[config.mk]
export PLATFORM = sky130hd
export DESIGN_NAME = fft8_twiddle_scheduler_flat
export DESIGN_NICKNAME = d
export VERILOG_FILES = /design/src/rtl/fft8_twiddle_scheduler_if.sv /design/src/rtl/fft8_twiddle_scheduler.sv /design/src/flat_wrapper.sv
export SDC_FILE = /design/constraint.sdc
export NUM_CORES = 1
export LEC_CHECK = 0
export ABC_AREA = 1
export ABC_CLOCK_PERIOD_IN_PS = 3850
export BUFFER_PORTS_ARGS = -buffer_cell sky130_fd_sc_hd__clkbuf_2
export CORE_MARGIN = 3
export CORE_UTILIZATION = 35
export CTS_CLUSTER_SIZE = 20
export DETAILED_ROUTE_END_ITERATION = 7
export GPL_ROUTABILITY_DRIVEN = 1
export SKIP_CTS_REPAIR_TIMING = 1
export SYNTH_ARGS = -nofsm -noshare
export SYNTH_HDL_FRONTEND = slang
export SYNTH_SLANG_ARGS = --single-unit
[constraint.sdc]
create_clock -name clk -period 3.85 [get_ports clk]
set_clock_uncertainty 0.1 [all_clocks]
set_input_delay 0.385 -clock clk [delete_from_list [all_inputs] [get_ports clk]]
set_output_delay 0.385 -clock clk [all_outputs]
set_load 0.005 [all_outputs]
[src/rtl/fft8_twiddle_scheduler_if.sv]
// Butterfly descriptor handshake, twiddle ROM address and writeback strobe between
// the 8-point FFT scheduler (master) and the butterfly datapath (slave).
interface fft8_twiddle_scheduler_if;
    logic       bf_valid;
    logic       bf_ready;
    logic [2:0] bf_idx_a;
    logic [2:0] bf_idx_b;
    logic [1:0] bf_stage;
    logic [1:0] tw_addr;
    logic       wb_valid;

    modport master (
        output bf_valid, bf_idx_a, bf_idx_b, bf_stage, tw_addr,
        input  bf_ready, wb_valid
    );

    modport slave (
        input  bf_valid, bf_idx_a, bf_idx_b, bf_stage, tw_addr,
        output bf_ready, wb_valid
    );
endinterface

[src/rtl/fft8_twiddle_scheduler.sv]
// Issues the 12 butterflies of a radix-2 DIT 8-point FFT, one stage at a time, with
// tw_addr leading the registered descriptor by one clock to match the twiddle ROM.
module fft8_twiddle_scheduler #(
    parameter int DRAIN_TIMEOUT = 64,
    parameter int MAX_OUT       = 4
) (
    input  logic clk,
    input  logic rst,
    input  logic start,
    output logic busy,
    output logic done,
    output logic err,
    fft8_twiddle_scheduler_if.master bf
);
    localparam int         OUT_W = $clog2(MAX_OUT + 1);
    localparam logic [7:0] TMO   = 8'(DRAIN_TIMEOUT);

    typedef enum logic [1:0] {S_IDLE, S_ISSUE, S_DRAIN, S_DONE} state_t;

    state_t           state_q, state_d;
    logic [1:0]       stage_q, stage_d;
    logic [2:0]       bfly_q, bfly_d;
    logic             bf_valid_q, bf_valid_d;
    logic [2:0]       idx_a_q, idx_a_d;
    logic [2:0]       idx_b_q, idx_b_d;
    logic [1:0]       bf_stage_q, bf_stage_d;
    logic [OUT_W-1:0] outst_q, outst_d;
    logic [7:0]       tmo_q, tmo_d;
    logic             err_q, err_d;

    logic       hs, wb_take, load;
    logic [1:0] ld_stage, ld_bfly;
    logic [1:0] tw_addr_c;

    function automatic logic [2:0] calc_idx_a(input logic [1:0] s, input logic [1:0] b);
        case (s)
            2'd0:    calc_idx_a = {b, 1'b0};
            2'd1:    calc_idx_a = {b[1], 1'b0, b[0]};
            default: calc_idx_a = {1'b0, b};
        endcase
    endfunction

    // Also valid on idx_a[1:0], whose low s bits equal b & (span-1).
    function automatic logic [1:0] calc_k(input logic [1:0] s, input logic [1:0] b);
        case (s)
            2'd0:    calc_k = 2'd0;
            2'd1:    calc_k = {b[0], 1'b0};
            default: calc_k = b;
        endcase
    endfunction

    assign hs      = bf_valid_q & bf.bf_ready;
    assign wb_take = bf.wb_valid & ((outst_q != '0) | hs);

    // NOTE: every _d gets a default before the case so no latches are inferred.
    always_comb begin
        state_d    = state_q;
        stage_d    = stage_q;
        bfly_d     = bfly_q;
        bf_valid_d = bf_valid_q;
        idx_a_d    = idx_a_q;
        idx_b_d    = idx_b_q;
        bf_stage_d = bf_stage_q;
        tmo_d      = tmo_q;
        err_d      = bf.wb_valid & ~wb_take;
        outst_d    = outst_q;
        load       = 1'b0;
        ld_stage   = stage_q;
        ld_bfly    = bfly_q[1:0];

        if (hs && !wb_take)      outst_d = outst_q + 1'b1;
        else if (!hs && wb_take) outst_d = outst_q - 1'b1;

        case (state_q)
            S_IDLE: begin
                if (start) begin
                    state_d = S_ISSUE;
                    stage_d = 2'd0;
                    bfly_d  = 3'd0;
                end
            end
            S_ISSUE: begin
                if (!bf_valid_q || bf.bf_ready) begin
                    if (bfly_q != 3'd4) begin
                        load = 1'b1;
                    end else begin
                        bf_valid_d = 1'b0;
                        tmo_d      = 8'd0;
                        state_d    = S_DRAIN;
                    end
                end
            end
            S_DRAIN: begin
                // Leaving the barrier loads butterfly 0 of the next stage directly (its k is 0).
                if (outst_d == '0) begin
                    if (stage_q == 2'd2) begin
                        state_d = S_DONE;
                    end else begin
                        stage_d  = stage_q + 2'd1;
                        ld_stage = stage_q + 2'd1;
                        ld_bfly  = 2'd0;
                        load     = 1'b1;
                        state_d  = S_ISSUE;
                    end
                end else if (tmo_q + 8'd1 == TMO) begin
                    err_d   = 1'b1;
                    outst_d = '0;
                    state_d = S_IDLE;
                end else begin
                    tmo_d = tmo_q + 8'd1;
                end
            end
            S_DONE:  state_d = S_IDLE;
            default: state_d = S_IDLE;
        endcase

        if (load) begin
            bf_valid_d = 1'b1;
            idx_a_d    = calc_idx_a(ld_stage, ld_bfly);
            idx_b_d    = idx_a_d + (3'd1 << ld_stage);
            bf_stage_d = ld_stage;
            bfly_d     = {1'b0, ld_bfly} + 3'd1;
        end
    end

    always_comb begin
        busy = (state_q == S_ISSUE) || (state_q == S_DRAIN);
        done = (state_q == S_DONE);
        if (load)                    tw_addr_c = calc_k(ld_stage, ld_bfly);
        else if (state_q == S_ISSUE) tw_addr_c = calc_k(bf_stage_q, idx_a_q[1:0]);
        else                         tw_addr_c = 2'd0;
    end

    // NOTE: sequential state uses non-blocking assignments only.
    always_ff @(posedge clk or posedge rst) begin
        if (rst) begin
            state_q    <= S_IDLE;
            stage_q    <= 2'd0;
            bfly_q     <= 3'd0;
            bf_valid_q <= 1'b0;
            idx_a_q    <= 3'd0;
            idx_b_q    <= 3'd0;
            bf_stage_q <= 2'd0;
            outst_q    <= '0;
            tmo_q      <= 8'd0;
            err_q      <= 1'b0;
        end else begin
            state_q    <= state_d;
            stage_q    <= stage_d;
            bfly_q     <= bfly_d;
            bf_valid_q <= bf_valid_d;
            idx_a_q    <= idx_a_d;
            idx_b_q    <= idx_b_d;
            bf_stage_q <= bf_stage_d;
            outst_q    <= outst_d;
            tmo_q      <= tmo_d;
            err_q      <= err_d;
        end
    end

    assign err         = err_q;
    assign bf.bf_valid = bf_valid_q;
    assign bf.bf_idx_a = idx_a_q;
    assign bf.bf_idx_b = idx_b_q;
    assign bf.bf_stage = bf_stage_q;
    assign bf.tw_addr  = tw_addr_c;
endmodule

[src/flat_wrapper.sv]
// flat-port wrapper written by rule: the top's interface ports become plain ports
module fft8_twiddle_scheduler_flat 
#(
    parameter int DRAIN_TIMEOUT = 64,
    parameter int MAX_OUT       = 4
)
  (clk, rst, start, busy, done, err, bf_bf_valid, bf_bf_idx_a, bf_bf_idx_b, bf_bf_stage, bf_tw_addr, bf_bf_ready, bf_wb_valid);
  fft8_twiddle_scheduler_if bf_i ();
  input  logic clk;
  input  logic rst;
  input  logic start;
  output logic busy;
  output logic done;
  output logic err;
  output wire logic [$bits(bf_i.bf_valid)-1:0] bf_bf_valid;
  output wire logic [$bits(bf_i.bf_idx_a)-1:0] bf_bf_idx_a;
  output wire logic [$bits(bf_i.bf_idx_b)-1:0] bf_bf_idx_b;
  output wire logic [$bits(bf_i.bf_stage)-1:0] bf_bf_stage;
  output wire logic [$bits(bf_i.tw_addr)-1:0] bf_tw_addr;
  input wire logic [$bits(bf_i.bf_ready)-1:0] bf_bf_ready;
  input wire logic [$bits(bf_i.wb_valid)-1:0] bf_wb_valid;
  assign bf_bf_valid = bf_i.bf_valid;
  assign bf_bf_idx_a = bf_i.bf_idx_a;
  assign bf_bf_idx_b = bf_i.bf_idx_b;
  assign bf_bf_stage = bf_i.bf_stage;
  assign bf_tw_addr = bf_i.tw_addr;
  assign bf_i.bf_ready = bf_bf_ready;
  assign bf_i.wb_valid = bf_wb_valid;
  fft8_twiddle_scheduler #(.DRAIN_TIMEOUT(DRAIN_TIMEOUT), .MAX_OUT(MAX_OUT)) u_core (.clk(clk), .rst(rst), .start(start), .busy(busy), .done(done), .err(err), .bf(bf_i));
endmodule
==> results of run 1 <==
-- registers in the layout (all words and copies together) (netlist names) --
signal	flops
u_core.tmo_q	8
u_core.bf.bf_idx_a	3
u_core.bf.bf_idx_b	3
u_core.bfly_q	3
u_core.outst_q	3
u_core.bf.bf_stage	2
u_core.stage_q	2
u_core.state_q	2
u_core.bf.bf_valid	1
u_core.err	1
-- power by group through the flow --
stage / Sequential, mW / Clock, mW / Combinational [mW]
finish: 0.451 / 0.233 / 0.837
detailed placement: 0.457 / 0 / 0.847
floorplan: 0.449 / 0 / 0.649
global placement: 0.456 / 0 / 0.845
CTS: 0.451 / 0.242 / 0.849
global route: 0.467 / 0.255 / 0.965
-- layer usage --
| metal | routed length (um) | global-route usage (%) | vias to the layer above |
|---|---|---|---|
| met2 | 1613 | 20.63 | 11 |
| met3 | 73 | 2.552 | 4 |
| met1 | 1843 | 18.37 | 664 |
| met4 | 40 | 3.147 | 0 |
| met5 | 0 | 0 | - |
| li1 | - | - | 773 |
-- critical path: stages, from the launching register on --
cell and delay, ns:
dfrtp_1 0.38, inv_1 0.09, ha_1 0.20, nand2_1 0.12, nand3_1 0.14, nand2_1 0.08
nand2_1 0.06, nand2_2 0.09, inv_2 0.06, nor2_4 0.12, nand4_2 0.14, o21ai_2 0.12
nand2_4 0.16, inv_2 0.16, nand3_1 0.10, o21ai_1 0.08, clkbuf_2 0.12
-- cell type report --
class                           count  share of cell area, %
Multi-Input combinational cell    159                  46.42
Sequential cell                    28                  34.25
Inverter                           40                  7.339
Timing Repair Buffer               18                  4.404
Tap cell                           67                  4.098
Clock buffer                        3                  2.018
Clock inverter                      1                  1.468
-- per-stage QoR --
step	total power, mW	std cells	utilization, %
after floorplan	1.099	229	-
after global placement	1.301	312	40.72
after detailed placement	1.304	312	40.72
after CTS	1.543	316	42.19
after global routing	1.686	316	42.19
final	1.521	316	42.19
-- kinds of logic after synthesis --
kind of cell	Yosys count
adders and majority gates	12
DFF	28
buffers and inverters	42
AOI/OAI and AO/OA	35
and+or+nand+nor	107
xor gates and xnor gates	5
-- how the worst max path moves through the flow --
stage | startpoint | endpoint | slack, ns | cells after the start
2_1_floorplan | u_core.outst_q[0] | u_core.bf.bf_idx_b[2] | 1.27 | 20
6_report | u_core.outst_q[0] | bf_tw_addr[0] | 0.88 | 16
3_3_place_gp | u_core.outst_q[0] | u_core.bf.bf_idx_b[2] | 1.12 | 20
5_1_grt | u_core.outst_q[0] | bf_tw_addr[1] | 0.63 | 16
4_1_cts | u_core.outst_q[0] | bf_tw_addr[0] | 0.87 | 16
3_5_place_dp | u_core.outst_q[0] | u_core.bf.bf_idx_b[2] | 1.04 | 20
-- cells in the final DEF, fill, tap and decap left out, types with 2 or more instances in the layout --
master,Yosys,routed
nand2_1,53,53
clkbuf_8,0,3
nand4_1,4,4
a21oi_1,7,7
xor2_1,5,5
o21ai_1,12,12
ha_1,11,11
o22ai_1,6,6
clkbuf_2,0,18
a21oi_2,2,2
nand3_1,21,21
dfrtp_1,28,28
nor2_1,9,9
nand2_2,5,5
nor2_4,5,5
nand2_4,2,2
nor2_2,2,2
inv_2,8,8
o21ai_0,4,4
inv_1,32,32
==> run metrics, run 1 <==
Ant. Diodes 0; Die Area 6068 sq um; startpoint class of the critical path register; Comb pwr share 55.0%; mux contribution to synthesized area 0%; compound-cell area share of the yosys netlist 11.13%; Post-DRT Antenna Nets 0; largest family of logic cells by synthesized area simple AND/OR/NAND/NOR gates; synth warn 0; total CTS buffers 3; required time worst endpoint 3.37 ns; Seq. cell area 700.7 sq um; total power density per cell area 743.4 nW/um^2; EDFF count, synth 0; final worst-path cycle share 77.18%; Post-Syn Area 1809 sq um; CP arrival 2.49 ns; DP Worst Slack 1.042 ns; vias in the first global route 1,381; Distinct cells, synth 31; RSZ-0062 raised after global routing no; clock network power share 15.3%; P_int 0.8204 mW; Final Slew Violations 0; R2R depth 20; Peak Freq 336.6 MHz; drt pass-1 iters 4; fin nets 267; fin crit period 2.971 ns; outcome finished clean; Rows 25; Pleak 1.048 nW; Post-Syn Nets 246; Post-route DRC 0; Worst R2R End u_core.bf.bf_idx_b[2]; area leader, netlist dfrtp_1; setup tns final 0 ns; global-route usage over all layers 13.06%; XOR/XNOR share of the synthesized area 2.420%; r2r setup slk 1.02 ns; Mapped Cells 229; area of the multi-input gates 949.7 sq um; top cells by area, synth dfrtp_1, nand2_1, ha_1; num ports 19; first-pass GRT wire length 6.458 mm; Worst Max-Slew Pin Slew 1.091 ns; asr flop ratio synth 100.0%; antenna violations before repair 0; layout cells sized above 1 20.88%; DR WL/cell 11.30 um; final worst slack 0.8788 ns; Worst R2R Start u_core.outst_q[0]; final RePlAce weighted congestion 0.8572; wire length after detailed routing 3.571 mm; Worst setup EP type primary output; design area 2046 sq um; register area share after synthesis 38.73%; largest net degree at the start of global routing 29; Post-synth top cells nand2_1, inv_1, dfrtp_1; sw frac 46.06%; Synth-to-Final Area Change 13.07%; Die Ht 77.90 um; Crit Path Max Fanout 18; Initial Utilization 37.32%; via count 1,452; Hold Path Class primary input to async pin; Switch Pwr 0.7005 mW; Clk Latency, worst-skew pair 0.28 ns; Max-cap violations 0; Worst IR Drop VDD 259.1 uV; GRT overflow 0; vias per inst 4.595; PortBufs 18; sequential power share 29.7%; Hold Vio Cnt, Final 0; chip width 77.90 um; largest buffer count on any clock path 2; core area 4848 sq um; Main synth FF type dfrtp_1; share of the synthesized area in the top cell type 38.73%; CTS root buffer clkbuf_8; Post-DP Area 1974 sq um; relative slew slack 27.19%; syn avg cell area 7.901 sq um; final setup vio count 0; clock sinks 28; worst hold slack 0.2456 ns; Post-Synth Adder-Cell Area 8.714%; crit path kind register to primary output; count leader, synth nand2_1; Seq cells post-synth 28; DP Wirelength 2.852 mm; Fillers 515; simple-gate area share of the yosys netlist 30.22%; initial detailed-routing violation count 94; H-tree depth 1; CTS tree done; Reg clk slew, reported paths 0.10 ns
(Power assumes the default switching activity.)
==> run 2: changes to the inputs <==
Settings changed: ABC_CLOCK_PERIOD_IN_PS 3850 to 2800.
Clock period 3.85 ns to 2.8 ns, I/O delays scaled along.
==> run metrics, run 2 (synthesized netlist as in run 1, its figures left out) <==
outcome finished clean; num ports 19; via count 1,547; CTS tree done; most frequent cells in the layout nand2_1, inv_1, dfrtp_1; total power density per cell area 1050 nW/um^2; PortBufs 18; fin crit period 2.643 ns; CP arrival 2.76 ns; Post-route DRC 0; CTS root buffer clkbuf_8; final setup vio count 0; largest reg by FF count u_core.tmo_q; CP peak stage delay 0.51 ns; Crit path top cell by count nand2_1; Fillers 476; Clk Latency, worst-skew pair 0.27 ns; GRT overflow 0; CP max stage cell fa_2; largest net degree at the start of global routing 29; layout cells sized above 1 30.68%; Seq. cell area 700.7 sq um; Crit Path Max Fanout 6; largest buffer count on any clock path 2; Die Area 6068 sq um; most common cell after layout, fill and taps aside nand2_1; H-tree depth 1; initial detailed-routing violation count 62; CP delay by family, top simple AND/OR/NAND/NOR gates; Pleak 1.131 nW; first-pass GRT wire length 6.423 mm; Worst setup EP type register; Final Slew Violations 0; Die Ht 77.90 um; CP Buf/Inv Count 2; fin nets 282; clock sinks 28; Hold Vio Cnt, Final 0; drt pass-1 iters 4; final RePlAce weighted congestion 0.8574; Worst Max-Slew Pin Slew 0.4002 ns; area of the multi-input gates 1040 sq um; Hold Path Class primary input to register; relative slew slack 73.04%; chip width 77.90 um; final worst-path cycle share 94.38%; required time worst endpoint 2.91 ns; Worst IR Drop VDD 438.8 uV; number of flip-flops under the largest register name 8; global-route usage over all layers 12.85%; DP Wirelength 2.865 mm; Rows 25; Reg clk slew, reported paths 0.09 ns; total CTS buffers 3; setup tns final 0 ns; vias per inst 4.674; final design utilization 46.48%; startpoint class of the critical path register; Ant. Diodes 0; Initial Utilization 37.32%; Post-DRT Antenna Nets 0; vias in the first global route 1,452; Peak Freq 378.4 MHz; Synth-to-Final Area Change 24.55%; wire length after detailed routing 3.867 mm; crit path cell chain inv_2 > ha_4 > nand2_4 > nand3_2 > nand2_1 > nand2_1 > nand2_2 > buf_4 > nand3_4 > nand2_2 > nand3_4 > nand2_4 > nor2_4 > nor2_2 > ha_2 > fa_2 > nand2_1 > nand2_1; antenna violations before repair 0; crit path kind register to register; DR WL/cell 11.68 um; core area 4848 sq um; Max-cap violations 0
==> run 2: cell types whose count changed in the layout (fill, tap and decap cells not counted), sizes merged <==
cell,delta
buf,+14
dlygate4sd3,+1
==> run 2: layout make-up <==
type,instances,area share (%)
multi-input combinational,159,46.14
sequential,28,31.09
timing repair buffer,33,9.106
inverter,40,6.774
tap,67,3.720
clock buffer,3,1.832
clock inverter,1,1.333
==> run 2: worst min-delay path: stages <==
cell and delay [ns]:
clkbuf_2 0.14, nand2_1 0.09, o22ai_1 0.08
==> run 2: routing by layer <==
layer  vias up  track usage (%)  share of wire [%]  wire length, um
met5         -                0                  0                0
met4         0            2.098               0.75               29
met3         2            2.784                1.8               69
met2        15            21.06                 48             1858
met1       722            17.70                 49             1910
li1        808                -                  -                -
==> run 2: final timing paths <==
kind	end	start	cells past startpoint	slack [ns]
worst max-delay path	u_core.bf.bf_idx_b[1]	u_core.outst_q[0]	18	0.16
worst min-delay path	u_core.err	bf_wb_valid	3	0.26
worst max register to register	u_core.bf.bf_idx_b[1]	u_core.outst_q[0]	18	0.16
worst min register to register	u_core.bf.bf_idx_b[1]	u_core.bf.bf_idx_b[1]	2	0.38
max in group asynchronous	u_core.bfly_q[2]	rst	4	1.83
min in group asynchronous	u_core.tmo_q[6]	rst	4	0.49
==> run 2: where the power goes <==
part           switching [mW]  leakage, nW  total, mW  internal [mW]
clock network           0.124       0.0357      0.315          0.191
registers              0.0954        0.362      0.623          0.528
logic                   0.857        0.733       1.43          0.572
==> run 2: metrics by stage <==
step           worst slack [ns]  std cells  power, mW  hold WS, ns  cell area (sq um)
6_report                 0.1573        331      2.367       0.2600               2253
5_1_grt                -0.02983        331      2.596       0.2602               2253
4_1_cts                -0.07016        319      2.130     -0.05389               2068
3_5_place_dp            0.01482        315      1.806       0.2501               1997
3_3_place_gp            0.07091        315      1.804       0.2508               1997
2_1_floorplan            0.2185        229      1.511       0.2454               1809
==> run 3: changes to the inputs <==
Settings changed: RECOVER_POWER set to 25.
==> run metrics, run 3 (synthesized netlist as in run 1, its figures left out) <==
first-pass GRT wire length 6.423 mm; Pleak 1.127 nW; Worst IR Drop VDD 440.2 uV; relative slew slack -2.483%; layout cells sized above 1 30.30%; CP arrival 2.76 ns; Post-DP Area 1997 sq um; final RePlAce weighted congestion 0.8574; num ports 19; Reg clk slew, reported paths 0.09 ns; Initial Utilization 37.32%; WP depth 18; CP max stage cell fa_2; GRT overflow 0; CP Buf/Inv Count 2; CTS tree done; Post-DRT Antenna Nets 0; Fillers 478; R2R depth 18; startpoint class of the critical path register; largest net degree at the start of global routing 29; DP Wirelength 2.865 mm; number of flip-flops under the largest register name 8; most common cell after layout, fill and taps aside nand2_1; largest buffer count on any clock path 2; total power density per cell area 1053 nW/um^2; fin nets 282; Die Area 6068 sq um; design area 2250 sq um; outcome finished, violations left; clock sinks 28; total CTS buffers 3; Hold Vio Cnt, Final 0; core area 4848 sq um; most frequent cells in the layout nand2_1, inv_1, dfrtp_1; final design utilization 46.40%; CTS root buffer clkbuf_8; chip width 77.90 um; Hold Path Class primary input to register; global-route usage over all layers 12.85%; largest reg by FF count u_core.tmo_q; PortBufs 18; final worst slack 0.1571 ns; final worst-path cycle share 94.39%; r2r setup slk 0.16 ns; CP delay by family, top simple AND/OR/NAND/NOR gates; antenna violations before repair 0; vias per inst 4.671; Ant. Diodes 0; Crit path top cell by count nand2_1; Post-route DRC 0; fin crit period 2.643 ns; crit path to u_core.bf.bf_idx_b[1]; Worst R2R Start u_core.outst_q[0]; Rows 25; Worst setup EP type register; required time worst endpoint 2.91 ns; Peak Freq 378.4 MHz; Clk Latency, worst-skew pair 0.27 ns; Crit Path Max Fanout 6; vias in the first global route 1,452; Worst R2R End u_core.bf.bf_idx_b[1]; Max-cap violations 1; failing checks max-capacitance violations, max-slew violations; drt pass-1 iters 4; Critical path origin u_core.outst_q[0]; Power, Total 2.368 mW; Synth-to-Final Area Change 24.34%; via count 1,546; initial detailed-routing violation count 62; crit path cell chain inv_2 > ha_4 > nand2_4 > nand3_2 > nand2_1 > nand2_1 > nand2_2 > buf_4 > nand3_4 > nand2_2 > nand3_4 > nand2_4 > nor2_4 > nor2_2 > ha_2 > fa_2 > nand2_1 > nand2_1; Final Slew Violations 29; Worst Max-Slew Pin Slew 1.537 ns; wire length after detailed routing 3.886 mm; CP peak stage delay 0.51 ns; final setup vio count 0; DP Worst Slack 0.01482 ns; worst hold slack 0.2588 ns; crit path kind register to register; DR WL/cell 11.74 um; H-tree depth 1; Die Ht 77.90 um
==> run 3: cell types whose count changed in the layout (fill, tap and decap cells not counted), sizes merged <==
cell,previous run,this run
buf,14,13
clkbuf,21,22
==> run 3: power breakdown <==
part	leakage, nW	internal (mW)	switching (mW)
Sequential	0.362	0.528	0.0955
Combinational	0.730	0.571	0.857
Clock	0.0357	0.191	0.125
Total	1.13	1.29	1.08
==> run 3: final cells by class <==
cell class / count / area [sq um] / share of cell area, %
multi-input combinational: 159 / 1040 / 46.22
sequential: 28 / 700.7 / 31.15
timing repair buffer: 33 / 201.4 / 8.954
inverter: 40 / 152.6 / 6.785
tap: 67 / 83.83 / 3.726
clock buffer: 3 / 41.29 / 1.835
clock inverter: 1 / 30.03 / 1.335
==> run 3: worst min-delay path: cells and delay by family <==
family	cells	cell delay [ns]
buffers and inverters	1	0.14
AOI/OAI and AO/OA	1	0.08
and+or+nand+nor	1	0.09
==> run 3: per-stage QoR <==
step                      TNS (ns)  cells
after floorplan                  0    229
after global placement           0    315
after detailed placement         0    315
after CTS                  -0.1185    319
after global routing      -0.03111    331
final                            0    331
==> run 3: worst min path at each step <==
stage	startpoint	end	slack (ns)	cells past startpoint
2_1_floorplan	rst	u_core.bf.bf_idx_a[0]	0.25	1
3_3_place_gp	rst	u_core.tmo_q[6]	0.25	3
3_5_place_dp	rst	u_core.tmo_q[6]	0.25	3
4_1_cts	rst	u_core.tmo_q[6]	-0.05	3
5_1_grt	bf_wb_valid	u_core.err	0.26	3
6_report	bf_wb_valid	u_core.err	0.26	3
==> run 3: routing by layer <==
metal  part of all wire [%]  up-vias  global-route usage, %  wire length, um
li1                       -      806                      -                -
met1                     50      721                  17.70             1924
met2                     48       17                  21.06             1856
met3                    1.9        2                  2.784               75
met4                   0.75        0                  2.098               29
met5                      0        -                      0                0
